$ cat config.mk
export PLATFORM = sky130hd
export DESIGN_NAME = cache_fill_fsm
export DESIGN_NICKNAME = d
export VERILOG_FILES = /design/src/rtl/cache_pkg.sv /design/src/rtl/fill_counter.sv /design/src/rtl/cache_fill_fsm.sv
export SDC_FILE = /design/constraint.sdc
export NUM_CORES = 1
export LEC_CHECK = 0
export ABC_AREA = 1
export CAP_MARGIN = 20
export CORE_MARGIN = 3
export CORE_UTILIZATION = 34
export DETAILED_ROUTE_END_ITERATION = 16
export PLACE_DENSITY = 0.76
export SLEW_MARGIN = 20
export SYNTH_ARGS = -nofsm -noshare
export SYNTH_HDL_FRONTEND = slang
export SYNTH_SLANG_ARGS = --single-unit
$ cat constraint.sdc
create_clock -name clk -period 1.41 [get_ports clk]
set_input_delay 0.3525 -clock clk [delete_from_list [all_inputs] [get_ports clk]]
set_output_delay 0.3525 -clock clk [all_outputs]
set_load 0.02 [all_outputs]
$ cat src/rtl/cache_pkg.sv
// Shared cache geometry and miss-handling types for the I and D caches.
package cache_pkg;

   // Default line geometry, also used to size the cache data and tag arrays.
   localparam int unsigned CACHE_ADDR_W         = 16;
   localparam int unsigned CACHE_DATA_W         = 16;
   localparam int unsigned CACHE_WORDS_PER_LINE = 8;
   localparam int unsigned CACHE_WORD_BYTES     = 2;

   typedef enum logic [0:0] {
      IDLE = 1'b0,
      FILL = 1'b1
   } fill_state_t;

   // Number of byte-offset bits inside one cache line.
   function automatic int unsigned OFFSET_W(input int unsigned words_per_line,
                                            input int unsigned word_bytes);
      return $clog2(words_per_line * word_bytes);
   endfunction

endpackage

$ cat src/rtl/fill_counter.sv
// Small up-counter with synchronous clear; tracks request and return progress of a fill.
module fill_counter #(
   parameter int unsigned WIDTH = 4
) (
   input  logic             clk,
   input  logic             rst_n,
   input  logic             clear,
   input  logic             enable,
   output logic [WIDTH-1:0] count
);

   // Clear wins over enable so a new fill always starts from zero.
   always_ff @(posedge clk) begin
      if (!rst_n || clear) begin
         count <= '0;
      end else if (enable) begin
         count <= count + WIDTH'(1);
      end
   end

endmodule

$ cat src/rtl/cache_fill_fsm.sv
// Cache miss fill engine: requests every word of the missing line, streams the
// returned words into the data array, then writes the tag and pulses done.
module cache_fill_fsm
   import cache_pkg::*;
#(
   parameter int unsigned ADDR_W         = CACHE_ADDR_W,
   parameter int unsigned DATA_W         = CACHE_DATA_W,
   parameter int unsigned WORDS_PER_LINE = CACHE_WORDS_PER_LINE,
   parameter int unsigned WORD_BYTES     = CACHE_WORD_BYTES
) (
   input  logic                              clk,
   input  logic                              rst_n,
   input  logic                              miss_detected,
   input  logic [ADDR_W-1:0]                 miss_address,
   input  logic                              mem_ready,
   input  logic                              memory_data_valid,
   input  logic [DATA_W-1:0]                 memory_data,
   output logic                              mem_en,
   output logic [ADDR_W-1:0]                 mem_address,
   output logic                              fsm_busy,
   output logic                              write_data_array,
   output logic [$clog2(WORDS_PER_LINE)-1:0] fill_word_idx,
   output logic [DATA_W-1:0]                 fill_data,
   output logic                              write_tag_array,
   output logic                              fill_done
);

   localparam int unsigned IDX_W = $clog2(WORDS_PER_LINE);
   // One extra bit so a count of WORDS_PER_LINE (all words done) is representable.
   localparam int unsigned CNT_W = IDX_W + 1;
   localparam int unsigned OFF_W = OFFSET_W(WORDS_PER_LINE, WORD_BYTES);

   localparam logic [CNT_W-1:0]  CNT_FULL = CNT_W'(WORDS_PER_LINE);
   localparam logic [CNT_W-1:0]  CNT_LAST = CNT_W'(WORDS_PER_LINE - 1);
   localparam logic [ADDR_W-1:0] OFF_MASK = ADDR_W'((64'd1 << OFF_W) - 64'd1);
   localparam logic [ADDR_W-1:0] STRIDE   = ADDR_W'(WORD_BYTES);

   fill_state_t       state_q;
   logic [ADDR_W-1:0] base_q;
   logic [CNT_W-1:0]  req_cnt;
   logic [CNT_W-1:0]  rcv_cnt;

   logic start;
   logic in_fill;
   logic req_pending;
   logic req_fire;
   logic rcv_fire;
   logic last_word;

   // Decode per-cycle handshake events from registered state and inputs.
   always_comb begin
      in_fill     = (state_q == FILL);
      start       = (state_q == IDLE) && miss_detected;
      req_pending = in_fill && (req_cnt < CNT_FULL);
      req_fire    = req_pending && mem_ready;
      // Returns are only consumed in FILL and only until the line is complete.
      rcv_fire    = in_fill && memory_data_valid && (rcv_cnt < CNT_FULL);
      last_word   = rcv_fire && (rcv_cnt == CNT_LAST);
   end

   fill_counter #(
      .WIDTH(CNT_W)
   ) u_req_cnt (
      .clk   (clk),
      .rst_n (rst_n),
      .clear (start),
      .enable(req_fire),
      .count (req_cnt)
   );

   fill_counter #(
      .WIDTH(CNT_W)
   ) u_rcv_cnt (
      .clk   (clk),
      .rst_n (rst_n),
      .clear (start),
      .enable(rcv_fire),
      .count (rcv_cnt)
   );

   // Fill state and line base address; misses are ignored once a fill is running.
   always_ff @(posedge clk) begin
      if (!rst_n) begin
         state_q <= IDLE;
         base_q  <= '0;
      end else begin
         case (state_q)
            IDLE: begin
               if (miss_detected) begin
                  state_q <= FILL;
                  base_q  <= miss_address & ~OFF_MASK;
               end
            end
            FILL: begin
               if (last_word) begin
                  state_q <= IDLE;
               end
            end
            default: state_q <= IDLE;
         endcase
      end
   end

   // Memory request, array write and completion outputs.
   always_comb begin
      mem_en           = req_pending;
      mem_address      = base_q + ADDR_W'(req_cnt) * STRIDE;
      // Stall the pipeline already on the miss cycle itself.
      fsm_busy         = in_fill || start;
      write_data_array = rcv_fire;
      fill_word_idx    = rcv_fire ? rcv_cnt[IDX_W-1:0] : '0;
      fill_data        = rcv_fire ? memory_data : '0;
      write_tag_array  = last_word;
      fill_done        = last_word;
   end

endmodule

==> flow_metrics.env, run 1 <==
export IMPL_drc_errors=0
export IMPL_drt_wirelength_per_cell_um=12.02
export IMPL_fin_skew_ns=0.0009603
export IMPL_final_common_cell="buf_4"
export IMPL_syn_area_per_cell_um2=6.333
export IMPL_track_usage_pct=18.22
export IMPL_p_switching_w=0.0004925
export IMPL_yosysSeqAreaShare_pct=31.61
export IMPL_worstReg2RegStart="in_fill"
export IMPL_clk_latency_ns=0.25
export IMPL_tns_ns=-6.890
export IMPL_synth_top_family_by_area="simple AND/OR/NAND/NOR gates"
export IMPL_clkTransAtPathRegs_ns=0.08
export IMPL_power_static_leakage_nw=1.288
export IMPL_worstSetupPathType="reg2out"
export IMPL_violations="negative setup slack"
export IMPL_grt_pass1_wl_mm=6.651
export IMPL_die_y_um=68.55
export IMPL_wirelength_mm=4.424
export IMPL_gp_congestion=0.8503
export IMPL_synth_fa_ha_area_share_pct=4.704
export IMPL_crit_path_max_fanout=4
export IMPL_antennaDiodeCount=0
export IMPL_num_rows=22
export IMPL_netlist_instances=210
export IMPL_power_frac_comb_pct=35.0
export IMPL_syn_nets=252
export IMPL_netlist_area_leader_share_pct=31.61
export IMPL_drtIter0Drc=58
export IMPL_fmax_ghz=0.5590
export IMPL_hpwl_mm=3.132
export IMPL_overflow=0
export IMPL_via_count=1646
export IMPL_cp_required_ns=1.06
export IMPL_p_clk_share_pct=24.1
export IMPL_netlist_area_um2=1330
export IMPL_areaGrowthSynthToFinish_pct=102.9
export IMPL_seq_power_share_pct=40.9
export IMPL_rsz0062_at_grt="yes"
export IMPL_critPathLaunch="base_q[4]"
export IMPL_start_util_pct=35.79
export IMPL_clockBufferDepth=2
export IMPL_synth_cell_type_count=21
export IMPL_firstDrtPassIters=4
export IMPL_crit_arrival_ns=1.44
export IMPL_io_buffers=71
export IMPL_finalSetupViolations=33
export IMPL_slew_viol_final=0
export IMPL_synthMuxAreaShare_pct=0
export IMPL_synthSimpleGateAreaFrac_pct=32.93
export IMPL_ant_nets=0
export IMPL_worst_slack_ns=-0.3790
export IMPL_fill_cells=313
export IMPL_synthXorXnorAreaFrac_pct=3.293
export IMPL_hp_class="reg2reg"
export IMPL_placed_cells_incl_taps=357
export IMPL_p_per_area_nw_per_um2=596.8
export IMPL_ys_ff_latch=21
export IMPL_worst_ir_drop_vdd_mv=0.4442
export IMPL_min_period_ns=1.789
export IMPL_stdcell_count=368
export IMPL_outcome="finished with violations"
export IMPL_mostFrequentLayoutCells="44 x buf_4, 37 x inv_1, 34 x nand2_1, 30 x clkdlybuf4s50_1, 30 x buf_6"
export IMPL_end_kind="output pin"
export IMPL_cts_buffers=3
export IMPL_max_cap_violations=0
export IMPL_min_delay_start="base_q[10]"
export IMPL_core_area_um2=3716
export IMPL_crit_path_start_kind="flop"
export IMPL_die_area_um2=4698
export IMPL_final_nets=363
export IMPL_synth_compound_area_share_pct=9.784
export IMPL_tritoncts="yes"
export IMPL_yosysWarningCount=0
export IMPL_period_share_pct=126.9
export IMPL_ys_async_sr_fraction_pct=0
export IMPL_htree_levels=1
export IMPL_yosysTopAreaCell="dfxtp_1"
export IMPL_grt_pass1_vias=1556
export IMPL_grt_antenna_before_repair=0
export IMPL_clockRootBuffer="clkbuf_8"
export IMPL_hold_viol=0
export IMPL_die_x_um=68.55
export IMPL_internal_power_w=0.001118
export IMPL_via_per_inst=4.473
export IMPL_swShare_pct=30.58
export IMPL_ys_flop_type="dfxtp_1"
export IMPL_synth_area_top_cells="dfxtp_1 32%, nor2_1 12%, inv_1 11%"
export IMPL_top_level_ports=77
export IMPL_grt_start_max_net_pins=19
export IMPL_synth_edff_count=0
export IMPL_cts_sinks=21
export IMPL_layout_drive_gt1_share_pct=41.56
-- power by group through the flow --
stage,combinational [W],clock (W),sequential (W)
floorplan,0.000213,0,0.000672
global placement,0.000481,0,0.000669
detailed placement,0.000488,0,0.000671
CTS,0.000534,0.000398,0.000658
global route,0.000608,0.000423,0.000664
finish,0.000564,0.000388,0.000659
-- synthesized netlist by cell type (3+ instances only) --
cell,n
buf_4,5
nand3b_1,3
nor2_1,42
nand3_1,7
dfxtp_1,21
nor2_2,3
xor2_1,5
ha_1,5
o21ai_0,15
a21oi_1,9
inv_2,3
nand2_1,38
inv_1,40
-- logic make-up after synthesis --
kind of cell,after synthesis
adder cells (fa/ha/maj),5
XOR/XNOR,5
flip-flops,21
buffers and inverters,52
AND/OR/NAND/NOR,100
other,1
AO/OA/AOI/OAI,26
-- area by class of cell --
class	count	area [µm²]	share of cell area (%)
tap	48	60.06	2.225
timing repair buffer	115	1077	39.92
clock buffer	4	45.04	1.669
sequential	21	430.4	15.95
inverter	43	163.9	6.073
multi-input combinational	137	922.1	34.17
-- through the flow --
step	total power, W	cell area, µm²	hold WS (ns)	util [%]	setup slack (ns)
floorplan	0.0008848	1388	0.4434	-	-0.03623
detailed placement	0.001159	2366	0.5047	63.67	-0.8134
global route	0.001694	2699	0.5480	72.63	-0.4965
global placement	0.001149	2366	0.4820	63.67	-0.7673
finish	0.001611	2699	0.5268	72.63	-0.3790
CTS	0.001590	2606	0.5245	70.13	-0.3924
-- critical path, cell delays in order (launching register included) --
cell     delay (ns)
dfxtp_4        0.36
ha_4           0.16
ha_4           0.16
nand3_4        0.09
buf_4          0.13
xor2_2         0.13
buf_4          0.15
-- registers in the layout (all words and copies together) (netlist names) --
name / cells
u_rcv_cnt.count: 4
base_q: 12
in_fill: 1
u_req_cnt.count: 4
-- path summary, 6_finish.rpt --
path | to | slack (ns) | cells after the start
setup / recovery | mem_address[8] | -0.38 | 6
hold / removal | base_q[10] | 0.53 | 2
setup reg to reg | u_rcv_cnt.count[1] | 0.04 | 8
hold reg to reg | base_q[10] | 0.53 | 2
-- per-layer routing --
| layer | track usage [%] | part of all wire, % |
|---|---|---|
| met5 | 0 | 0 |
| met4 | 2.730 | 0.38 |
| met3 | 4.538 | 6.2 |
| met2 | 35.16 | 56 |
| met1 | 20.14 | 37 |
-- timing repair --
action	CTS	global route
setup buffers	3	3
pin swaps	11	2
cloned	1	0
hold buffers	0	0
gates resized for setup	255	20
endpoints found under the setup margin	39	36
Note: power is estimated with default switching activity, not from simulation.
==> run 2: changes to the inputs <==
--- a/config.mk
+++ b/config.mk
@@ -11,6 +11,7 @@
 export CORE_UTILIZATION = 34
 export DETAILED_ROUTE_END_ITERATION = 16
 export PLACE_DENSITY = 0.76
+export SETUP_SLACK_MARGIN = 0.4
 export SLEW_MARGIN = 20
 export SYNTH_ARGS = -nofsm -noshare
 export SYNTH_HDL_FRONTEND = slang
==> flow_metrics.env, run 2 (same netlist as run 1, synthesis figures left out) <==
export IMPL_io_buffers=71
export IMPL_max_cap_violations=0
export IMPL_p_per_area_nw_per_um2=578.2
export IMPL_drc_errors=0
export IMPL_cts_buffers=3
export IMPL_clk_latency_ns=0.27
export IMPL_hp_class="reg2reg"
export IMPL_finalSetupViolations=35
export IMPL_clockRootBuffer="clkbuf_8"
export IMPL_start_util_pct=35.79
export IMPL_grt_pass1_vias=1728
export IMPL_die_y_um=68.55
export IMPL_drt_wirelength_per_cell_um=14.26
export IMPL_via_count=1742
export IMPL_stdcell_count=375
export IMPL_violations="negative setup slack"
export IMPL_power_static_leakage_nw=1.390
export IMPL_period_share_pct=129.3
export IMPL_htree_levels=1
export IMPL_tritoncts="yes"
export IMPL_drtIter0Drc=63
export IMPL_core_area_um2=3716
export IMPL_areaGrowthSynthToFinish_pct=131.2
export IMPL_p_switching_w=0.0005959
export IMPL_post_dp_cell_area_um2=2626
export IMPL_worst_slack_ns=-0.4136
export IMPL_place_ws_ns=-0.9037
export IMPL_clockBufferDepth=2
export IMPL_clkTransAtPathRegs_ns=0.09
export IMPL_via_per_inst=4.645
export IMPL_path_cells="ha_1 -> nand2_2 -> nor2_4 -> nand2_4 -> xor2_4 -> buf_4"
export IMPL_die_x_um=68.55
export IMPL_p_clk_share_pct=24.2
export IMPL_final_nets=370
export IMPL_hold_viol=0
export IMPL_min_period_ns=1.824
export IMPL_antennaDiodeCount=0
export IMPL_wirelength_mm=5.349
export IMPL_cp_required_ns=1.06
export IMPL_crit_arrival_ns=1.47
export IMPL_mostFrequentLayoutCells="46 x buf_6, 33 x inv_1, 32 x buf_4, 29 x nand2_1, 28 x clkdlybuf4s50_1"
export IMPL_worstSetupPathType="reg2out"
export IMPL_seq_power_share_pct=37.1
export IMPL_worstSetupEndpoint="mem_address[11]"
export IMPL_ant_nets=0
export IMPL_crit_path_max_fanout=4
export IMPL_placed_cells_incl_taps=356
export IMPL_layout_drive_gt1_share_pct=53.21
export IMPL_fmax_ghz=0.5484
export IMPL_outcome="finished with violations"
export IMPL_gp_congestion=0.7554
export IMPL_die_area_um2=4698
export IMPL_power_frac_comb_pct=38.7
export IMPL_overflow=0
export IMPL_top_regs="base_q (12), u_rcv_cnt.count (4), u_req_cnt.count (4)"
export IMPL_fin_skew_ns=0.002900
export IMPL_ff2ff_setup_slack_ns=0.24
export IMPL_design_area_um2=3075
export IMPL_crit_path_start_kind="flop"
export IMPL_min_delay_start="base_q[15]"
export IMPL_rsz0062_at_grt="yes"
export IMPL_top_level_ports=77
export IMPL_grt_pass1_wl_mm=7.824
export IMPL_num_rows=22
export IMPL_slowest_delay_ns=0.38
export IMPL_cts_sinks=21
export IMPL_largest_register_ffs=12
export IMPL_critPathLaunch="base_q[4]"
export IMPL_firstDrtPassIters=4
export IMPL_final_common_cell="buf_6"
export IMPL_reg2reg_to="base_q[4]"
export IMPL_hpwl_mm=3.278
export IMPL_hold_buffers=0
export IMPL_slew_viol_final=0
export IMPL_end_kind="output pin"
export IMPL_grt_start_max_net_pins=14
export IMPL_regMostFlops="base_q"
export IMPL_reg2reg_depth=6
export IMPL_fin_hold_ws_ns=0.5550
export IMPL_tns_ns=-8.062
export IMPL_internal_power_w=0.001182
export IMPL_grt_antenna_before_repair=0
export IMPL_worstReg2RegStart="in_fill"
export IMPL_worst_ir_drop_vdd_mv=0.7497
export IMPL_swShare_pct=33.51
export IMPL_cpMaxStageDelayCell="dfxtp_4"
export IMPL_track_usage_pct=22.48
==> run 2: changes by cell type in the layout (fill, tap and decap cells not counted), moves of 4 or more <==
cell	delta
nor2_1	-4
nand2_1	-5
dfxtp_2	+4
o21ai_0	-8
buf_6	+16
buf_12	+4
dfxtp_1	-6
inv_1	-4
o21ai_1	+5
buf_4	-12
==> run 2: critical path: cells and delay by family, from the launching register on <==
kind                     cells  cell delay [ns]
buffers and inverters        1             0.16
AND/OR/NAND/NOR              3             0.34
flip-flops                   1             0.38
adder cells (fa/ha/maj)      1             0.16
XOR/XNOR                     1             0.17
==> run 2: worst min-delay path by stage <==
stage	end	slack [ns]	cells after the start
5_1_grt	base_q[15]	0.58	3
3_5_place_dp	base_q[4]	0.52	2
3_3_place_gp	base_q[4]	0.51	2
4_1_cts	base_q[13]	0.53	2
2_1_floorplan	base_q[15]	0.44	2
6_report	base_q[15]	0.55	3
==> run 2: metrics by stage <==
| step | util (%) | power, W |
|---|---|---|
| 2_1_floorplan | - | 0.0009389 |
| 3_3_place_gp | 70.67 | 0.001218 |
| 3_5_place_dp | 70.67 | 0.001230 |
| 4_1_cts | 80.57 | 0.001730 |
| 5_1_grt | 82.76 | 0.001852 |
| 6_report | 82.76 | 0.001778 |
==> run 2: final cells by class <==
| type | instances | area, µm² |
|---|---|---|
| tap | 48 | 60.06 |
| sequential | 21 | 442.9 |
| timing repair buffer | 120 | 1241 |
| clock inverter | 1 | 6.256 |
| inverter | 43 | 192.7 |
| multi-input combinational | 139 | 1091 |
| clock buffer | 3 | 41.29 |
| fill | 210 | 640.6 |
==> run 2: routing by layer <==
layer  up-vias  global-route usage, %  routed length [µm]
met1       812                  24.36                1855
met5         -                      0                   0
met2        55                  42.91                3061
met4         0                  8.189                 172
li1        861                      -                   -
met3        14                  3.890                 260
==> run 2: repair_timing <==
| action | 4_1_cts | 5_1_grt |
|---|---|---|
| gates resized for setup | 274 | 28 |
| endpoints found under the setup margin | 60 | 60 |
| setup buffers | 11 | 1 |
| pin swaps | 21 | 7 |
| cloned | 3 | 0 |
==> run 2: power groups by stage <==
stage                     Clock (W)  Combinational [W]  Sequential, W
after floorplan                   0           0.000264       0.000674
after global placement            0           0.000549       0.000669
after detailed placement          0           0.000559       0.000671
after CTS                  0.000418           0.000652       0.000660
after global routing       0.000457           0.000732       0.000663
final                      0.000431           0.000688       0.000659
